[config.mk]
export PLATFORM = sky130hd
export DESIGN_NAME = inst_fetch_queue
export DESIGN_NICKNAME = d
export VERILOG_FILES = /design/src/rtl/inst_fetch_queue_pkg.sv /design/src/rtl/inst_fetch_queue_inst_queue.sv /design/src/rtl/inst_fetch_queue.sv
export SDC_FILE = /design/constraint.sdc
export NUM_CORES = 1
export LEC_CHECK = 0
export BUFFER_PORTS_ARGS = -buffer_cell sky130_fd_sc_hd__buf_2
export CAP_MARGIN = 5
export CORE_MARGIN = 3
export CORE_UTILIZATION = 50
export DETAILED_ROUTE_END_ITERATION = 12
export PLACE_DENSITY = 0.67
export SLEW_MARGIN = 10
export SYNTH_ARGS = -nofsm -noshare
export SYNTH_HDL_FRONTEND = slang
export SYNTH_SLANG_ARGS = --single-unit
[constraint.sdc]
create_clock -name clk_in -period 3.58 [get_ports clk_in]
set_input_delay 0.537 -clock clk_in [delete_from_list [all_inputs] [get_ports clk_in]]
set_output_delay 0.537 -clock clk_in [all_outputs]
set_load 0.05 [all_outputs]
[src/rtl/inst_fetch_queue_pkg.sv]
// Shared types and helpers for the instruction fetch queue: FSM encoding,
// queue entry layout and the static JAL next-PC computation.
package inst_fetch_queue_pkg;

    typedef logic [31:0] addr_t;

    typedef enum logic [1:0] {
        IFQ_IDLE = 2'd0,
        IFQ_REQ  = 2'd1,
        IFQ_WAIT = 2'd2
    } ifq_state_e;

    typedef struct packed {
        addr_t       pc;
        logic [31:0] inst;
    } ifq_entry_t;

    localparam logic [6:0] OPCODE_JAL = 7'b1101111;

    function automatic logic [31:0] j_imm(input logic [31:0] inst);
        return {{12{inst[31]}}, inst[19:12], inst[20], inst[30:21], 1'b0};
    endfunction

    // JAL targets are followed without waiting for the backend.
    function automatic addr_t next_pc(input addr_t pc, input logic [31:0] inst);
        if (inst[6:0] == OPCODE_JAL) begin
            return pc + j_imm(inst);
        end
        return pc + 32'd4;
    endfunction

endpackage

[src/rtl/inst_fetch_queue_inst_queue.sv]
// Circular in-order FIFO of {pc, inst} entries with synchronous flush.
// Head entry is presented combinationally; it reads as zero while empty.
module inst_queue
    import inst_fetch_queue_pkg::*;
#(
    parameter int DEPTH = 16
) (
    input  logic                    clk_i,
    input  logic                    rst_ni,
    input  logic                    en_i,
    input  logic                    flush_i,
    input  logic                    push_i,
    input  ifq_entry_t              push_entry_i,
    input  logic                    pop_i,
    output ifq_entry_t              head_o,
    output logic                    valid_o,
    output logic [$clog2(DEPTH):0]  count_o
);

    localparam int AW = $clog2(DEPTH);
    localparam logic [AW-1:0] PTR_ONE = 1;
    localparam logic [AW:0]   CNT_ONE = 1;

    ifq_entry_t          mem_q [DEPTH];
    logic [AW-1:0]       head_q, head_d;
    logic [AW-1:0]       tail_q, tail_d;
    logic [AW:0]         count_q, count_d;
    logic                do_push;
    logic                do_pop;

    assign do_push = en_i && !flush_i && push_i;
    assign do_pop  = en_i && !flush_i && pop_i && (count_q != '0);

    always_comb begin
        head_d  = head_q;
        tail_d  = tail_q;
        count_d = count_q;
        if (en_i && flush_i) begin
            head_d  = '0;
            tail_d  = '0;
            count_d = '0;
        end else begin
            if (do_push) tail_d = tail_q + PTR_ONE;
            if (do_pop)  head_d = head_q + PTR_ONE;
            case ({do_push, do_pop})
                2'b10:   count_d = count_q + CNT_ONE;
                2'b01:   count_d = count_q - CNT_ONE;
                default: count_d = count_q;
            endcase
        end
    end

    always_ff @(posedge clk_i or negedge rst_ni) begin
        if (!rst_ni) begin
            head_q  <= '0;
            tail_q  <= '0;
            count_q <= '0;
        end else begin
            head_q  <= head_d;
            tail_q  <= tail_d;
            count_q <= count_d;
        end
    end

    // Storage needs no reset: only entries below count are ever observed.
    always_ff @(posedge clk_i) begin
        if (do_push) begin
            mem_q[tail_q] <= push_entry_i;
        end
    end

    assign valid_o = (count_q != '0);
    assign head_o  = valid_o ? mem_q[head_q] : '0;
    assign count_o = count_q;

endmodule

[src/rtl/inst_fetch_queue.sv]
// Fetch front end: PC, single-outstanding icache request FSM and redirect
// handling, feeding an in-order {pc, inst} queue towards the decoder.
//
//   state    | meaning
//   IFQ_IDLE | no request outstanding; waits for queue room
//   IFQ_REQ  | request presented at pc, waiting for icache accept
//   IFQ_WAIT | accepted, waiting for the word (discarded if drop set)
module inst_fetch_queue
    import inst_fetch_queue_pkg::*;
#(
    parameter int    QUEUE_DEPTH = 16,
    parameter addr_t RESET_PC    = 32'h0
) (
    input  logic        clk_in,
    input  logic        rstn_in,
    input  logic        rdy_in,
    output logic        icache_req_valid,
    output logic [31:0] icache_req_addr,
    input  logic        icache_req_ready,
    input  logic        icache_resp_valid,
    input  logic [31:0] icache_resp_inst,
    input  logic        redirect_valid,
    input  logic [31:0] redirect_pc,
    output logic        dec_valid,
    output logic [31:0] dec_inst,
    output logic [31:0] dec_pc,
    input  logic        dec_ready
);

    localparam int CW = $clog2(QUEUE_DEPTH) + 1;
    localparam logic [CW-1:0] FULL_CNT = CW'(QUEUE_DEPTH);

    ifq_state_e  state_q, state_d;
    addr_t       pc_q, pc_d;
    logic        drop_q, drop_d;
    logic        push, pop, flush;
    ifq_entry_t  push_entry, head;
    logic        head_valid;
    logic [CW-1:0] count;

    always_comb begin
        state_d = state_q;
        pc_d    = pc_q;
        drop_d  = drop_q;
        push    = 1'b0;
        flush   = 1'b0;
        pop     = head_valid && dec_ready && !redirect_valid;

        case (state_q)
            IFQ_IDLE: begin
                if (count < FULL_CNT) state_d = IFQ_REQ;
            end
            IFQ_REQ: begin
                if (icache_req_ready) state_d = IFQ_WAIT;
            end
            IFQ_WAIT: begin
                if (icache_resp_valid) begin
                    state_d = IFQ_IDLE;
                    if (drop_q) begin
                        drop_d = 1'b0;
                    end else begin
                        push = 1'b1;
                        pc_d = next_pc(pc_q, icache_resp_inst);
                    end
                end
            end
            default: state_d = IFQ_IDLE;
        endcase

        // A word still owed by the icache must be swallowed after a flush.
        if (redirect_valid) begin
            flush = 1'b1;
            push  = 1'b0;
            pc_d  = redirect_pc;
            if (state_q == IFQ_WAIT && !icache_resp_valid) begin
                state_d = IFQ_WAIT;
                drop_d  = 1'b1;
            end else begin
                state_d = IFQ_IDLE;
                drop_d  = 1'b0;
            end
        end
    end

    always_ff @(posedge clk_in or negedge rstn_in) begin
        if (!rstn_in) begin
            state_q <= IFQ_IDLE;
            pc_q    <= RESET_PC;
            drop_q  <= 1'b0;
        end else if (rdy_in) begin
            state_q <= state_d;
            pc_q    <= pc_d;
            drop_q  <= drop_d;
        end
    end

    assign push_entry = '{pc: pc_q, inst: icache_resp_inst};

    inst_queue #(
        .DEPTH (QUEUE_DEPTH)
    ) u_inst_queue (
        .clk_i        (clk_in),
        .rst_ni       (rstn_in),
        .en_i         (rdy_in),
        .flush_i      (flush),
        .push_i       (push),
        .push_entry_i (push_entry),
        .pop_i        (pop),
        .head_o       (head),
        .valid_o      (head_valid),
        .count_o      (count)
    );

    assign icache_req_valid = (state_q == IFQ_REQ);
    assign icache_req_addr  = pc_q;
    assign dec_valid        = head_valid;
    assign dec_pc           = head.pc;
    assign dec_inst         = head.inst;

endmodule

# After elaboration in Yosys (flattened, before gate mapping)
# Memory sizes are Yosys's and may differ from the RTL's.
# Cells that the tools add are included.
# classes
n_addsub,6
n_lt_le_gt_ge,1
n_eq_ne,9
muxes,34
reduce_logical,21
# op_table
cell,count
$mux 32,6
$mux 64,1
$add 32x3->32 const B,1
$add 32x32->32,1
$mux 4,4
$mux 1,15
$mux 2,5
$pmux 5 s2,1
$add 4x1->4 const B,2
$logic_and 1x1->1,8
$reduce_and 4->1,2
$reduce_bool 2->1,4
$eq 7x7->1 const B,1
$ne 3x3->1 const B,2
$pmux 2 s3,1
$add 5x1->5 const B,1
$lt 5x5->1 const B,1
$mux 5,1
$reduce_bool 5->1,1
$sub 5x1->5 const B,1
$eq 2x1->1 const B,2
$eq 2x2->1 const B,2
$logic_not 1->1,3
$ne 3x1->1 const B,1
4 further kinds,4
# word_totals
reg_bits,48
ramBits,1024
in_bits,71
out_inout_bits,98
elab_cells,78
memories,1
# memory_table
memory,depth,width,read_ports,rd_ports_with_merged_regs,wr,line,rtl
u_inst_queue.mem_q,16,64,1,0,1,inst_fetch_queue_inst_queue.sv:24,ifq_entry_t mem_q [DEPTH];

# Depth between registers and ports, before layout
# logic_depth
depth_word,10
mapped_depth,13
ltp_nobuf,13

# Cells and area by module
# Synthesis repeated with hierarchy kept, for this count alone.
# unflattened
hier_cells,2142
hier_area_um2,43825.8
# modules_own_cells
module,n_inst,cells_per_inst,area_per_inst_um2,seq_area_each_um2
inst_queue,1,1599,39770.6,31074.8
inst_fetch_queue,1,543,4055.1,875.8

# Least setup slack after synthesis
# Ideal clock, no wire load.
# synth_path
path_type,in2reg
start,input rdy_in
end,memory u_inst_queue.mem_q[4][0] (netlist name) (enable)
setup_ps,429
t_arrival_ps,2843
required_ps,3151
setup_slack_ps,308
path_stages,5
path_buffers,0
path_cell_list,nor2b_1 and3_1 nand2_1 nor2_1 and2_1
# synth_via
elab_chain_len,4
# synth_lines
item,line,rtl
"start, declared",inst_fetch_queue.sv:16,"input logic rdy_in,"
$logic_and 1x1->1 (2 in series),inst_fetch_queue_inst_queue.sv:31,assign do_push = en_i && !flush_i && push_i;
$mux 1,inst_fetch_queue_inst_queue.sv:67,if (do_push) begin
$mux 1 (implied by the code),inst_fetch_queue_inst_queue.sv:68,mem_q[tail_q] <= push_entry_i;
"end, declared",inst_fetch_queue_inst_queue.sv:24,
# No other way between the ends.

# Worst setup path in the final report
# layout_path
start,register u_inst_queue.head_q[0]
end,output dec_inst[10]
# layout_via
elab_chain_len,2
# layout_lines
item,line,rtl
"start, declared",inst_fetch_queue_inst_queue.sv:25,"logic [AW-1:0] head_q, head_d;"
"start signal, assigned",inst_fetch_queue_inst_queue.sv:55,head_q <= '0;
"start signal, assigned",inst_fetch_queue_inst_queue.sv:59,head_q <= head_d;
$mem_v2 16x64,--,
$mux 64,inst_fetch_queue_inst_queue.sv:73,assign head_o = valid_o ? mem_q[head_q] : '0;
"end, declared",inst_fetch_queue.sv:25,"output logic [31:0] dec_inst,"
# No other way between the ends.

==> summary.md <==
| Metric | Value |
|---|---|
| Post-Syn Area | `43,500 um^2` |
| Clock share of power | `31.1%` |
| Relative slew slack | `49.6%` |
| Hold WC Path Type | `primary input to register` |
| Status | `finished, violations left` |
| Tmin final | `3600 ps` |
| Setup violations, final | `19` |
| Clock Pin Slew Worst Setup and Hold Paths | `60 ps` |
| Syn_nets | `2,221` |
| I/O Pins | `169` |
| Nets | `2,567` |
| GRT overflow | `0` |
| DR vias/cell | `6.23` |
| Largest net degree at the start of global routing | `53` |
| Post-route ant nets | `0` |
| CP Data Required Time | `3040 ps` |
| Cell taking the most area after synthesis | `edfxtp_1` |
| Hold EP | `icache_req_addr[0]` |
| Most frequent cells in the layout | `edfxtp_1 (1,024), mux4_2 (320), buf_2 (134), clkbuf_16 (116), buf_4 (88)` |
| Warnings, synthesis | `0` |
| DRC viols | `0` |
| Slew Limit Fails | `0` |
| Max stage delay on crit path | `510 ps` |
| Reg power frac | `39.1%` |
| Distinct cells, synth | `69` |
| Synth top area cells | `edfxtp_1 (71%), mux4_2 (17%), dfrtp_1 (2.8%)` |
| Crit end category | `output pin` |
| GPL Wtd Cong | `0.938` |
| Post-Layout Cell Count | `3,691` |
| Post-Place Setup Slack | `88.4 ps` |
| Final Cell Area | `51,600 um^2` |
| Seq cells post-synth | `1,072` |
| Placed Instance Area | `47,100 um^2` |
| Hold Path Depth | `3` |
| Worst R2R Setup Slack | `440 ps` |
| Critical path arrival | `3060 ps` |
| Violated checks | `negative setup slack` |
| Max-Cap Viols | `0` |
| Ys flop type | `edfxtp_1` |
| Final Cycle Share | `101%` |
| Std-Cell Rows | `107` |
| Max Buffers Root-to-Sink | `3` |
| Vias in the first global route | `23,400` |
| Number of flops mapped to enable cells by yosys | `1,024` |
| Most common cell after layout, fill and taps aside | `edfxtp_1` |
| Total track usage | `24.8%` |
| Ys async rst share | `4.48%` |
| Detail Placement HPWL | `65,100 um` |
| Final worst setup slack | `-20.0 ps` |
| Initial core utilization | `50.7%` |
| Most numerous cell on the critical path | `mux4_2` |
| Worst reg2reg path endpoint | `u_inst_queue.count_o[4]` |
| CP Launch Type | `register` |
| Top cell type's share of synthesized area | `70.8%` |
| Crit-path slowest cell | `mux4_2` |
| Crit Reg-Reg Startpoint | `u_inst_queue.count_o[0]` |
| Worst Path Max Fanout | `8` |
| Clock Skew | `30.8 ps` |
| I/O Buffers | `168` |
| Clk root buf | `clkbuf_16` |
| Int Power | `25.3 mW` |
| Final Util | `60.2%` |
| TritonCTS clock tree | `built` |
| Clock sinks | `1,072` |
| FF-to-FF path depth | `12` |
| Core area | `85,700 um^2` |
| Hold Fails Final Rpt | `0` |
| Net switching power | `10.9 mW` |
| CP Class | `register to output pin` |
| Max IR drop VDD | `0.000452 V` |
| Global-route wire length before repair | `162,000 um` |
| DRT iter0 DRCs | `2,551` |
| Die area | `90,500 um^2` |
| Worst-Skew Late Latency | `680 ps` |
| Final wirelength | `111,000 um` |
| Leakage | `16.8 nW` |
| Switching Share | `30.2%` |
| Worst slew pin tran | `755 ps` |
| Die height | `301 um` |
| Initial antenna violation count | `4` |
| Max Freq | `278 MHz` |
| RSZ-0062 raised after global routing | `yes` |
| Total CTS buffers | `109` |
| Synth Instances | `2,111` |
| Start point of the worst hold path | `redirect_pc[0]` |
| DR pass1 iterations | `6` |
| PD cells | `703 nW/um^2` |
| Number of H-tree levels | `3` |
| Via Count | `23,000` |
| Wire length per cell | `30.1 um` |
| Layout area overhead | `18.7%` |
| Inst Count DP | `3,460` |
| Die Wd | `301 um` |
| Crit-path cells | `buf_12 > clkbuf_16 > buf_16 > mux4_2 > mux4_2 > and2_1 > buf_2` |
| Layout cells sized above 1 | `34.4%` |
| Combinational fraction of design power | `29.8%` |
| Avg Inst Size Synth | `20.6 um^2` |
| Seq/Total Area, Yosys | `73.5%` |
[worst max-delay path by stage]
stage / from / endpoint / slack [ps] / cells after the start
2_1_floorplan: rdy_in / u_inst_queue.mem_q[4][0] / 310 / 5
3_3_place_gp: icache_resp_inst[21] / icache_req_addr[31] / 60 / 14
3_5_place_dp: icache_resp_inst[21] / icache_req_addr[31] / 90 / 14
4_1_cts: u_inst_queue.head_q[0] / dec_inst[5] / -70 / 6
5_1_grt: u_inst_queue.head_q[0] / dec_inst[16] / -90 / 7
6_report: u_inst_queue.head_q[0] / dec_inst[10] / -20 / 7
[flip-flops by register name, indices dropped and copies added (netlist names)]
name,cells
u_inst_queue.tail_q,4
u_inst_queue.count_o,5
u_inst_queue.head_q,4
u_inst_queue.mem_q,1024
icache_req_addr,32
drop_q,1
state_q,2
[through the flow]
stage | hold WS, ps | TNS [ps] | total power [mW]
final | 87.2 | -224 | 36.2
after global routing | 84.5 | -2180 | 37.5
after CTS | 51.0 | -700 | 36.0
after detailed placement | 514 | 0 | 23.9
after global placement | 493 | 0 | 23.7
after floorplan | 241 | 0 | 21.2
[timing repair]
item,4_1_cts,5_1_grt
hold buffers,1,0
buffers inserted,6,7
gates cloned,8,8
setup endpoints to repair,58,50
gates resized for setup,80,42
hold endpoints to repair,22,0
[layout make-up]
cell class / count / area, um^2
well taps: 1144 / 1430
diodes: 2 / 5.00
clock inverters: 68 / 731
inverters: 15 / 56.3
clock buffers: 131 / 2810
multi-input cells: 923 / 11100
flip-flops and latches: 1072 / 32000
fillers: 6090 / 34100
repair buffers: 336 / 3450
[cells in the mapped netlist (16+ instances only)]
master / count
nand4_1: 16
nor2_1: 56
xor2_1: 18
dfrtp_1: 48
clkbuf_1: 63
ha_1: 38
mux4_2: 320
and2_1: 78
buf_2: 25
nand3_1: 25
o21ai_0: 50
edfxtp_1: 1024
a21oi_1: 67
xnor2_1: 27
nand2_1: 69
[critical path, delay by kind of cell (launching register included)]
family                 cells  cell delay (ps)
AND/OR/NAND/NOR            1              190
buffers and inverters      4              710
multiplexers               2             1000
flip-flops                 1              500
[layer usage]
metal,vias to the layer above,GRT usage [%],routed length [um]
met5,-,0,0
met4,0,6.63,2480
li1,9504,-,-
met3,143,4.84,9260
met1,12200,36.7,46300
met2,1112,38.3,53100
[cells by family after synthesis]
| family | synth area share (%) |
|---|---|
| AOI/OAI and AO/OA | 3.13 |
| buffers and inverters | 1.09 |
| and+or+nand+nor | 3.53 |
| xor gates and xnor gates | 0.907 |
| DFF | 73.5 |
| muxes | 16.7 |
| adders and majority gates | 1.14 |
[power groups by stage]
stage,clock network (mW),logic (mW),registers [mW]
after floorplan,0,6.42,14.8
after global placement,0,9.31,14.4
after detailed placement,0,9.44,14.4
after CTS,11.4,10.3,14.2
after global routing,11.9,11.3,14.2
final,11.3,10.8,14.2
(Power assumes the default switching activity.)
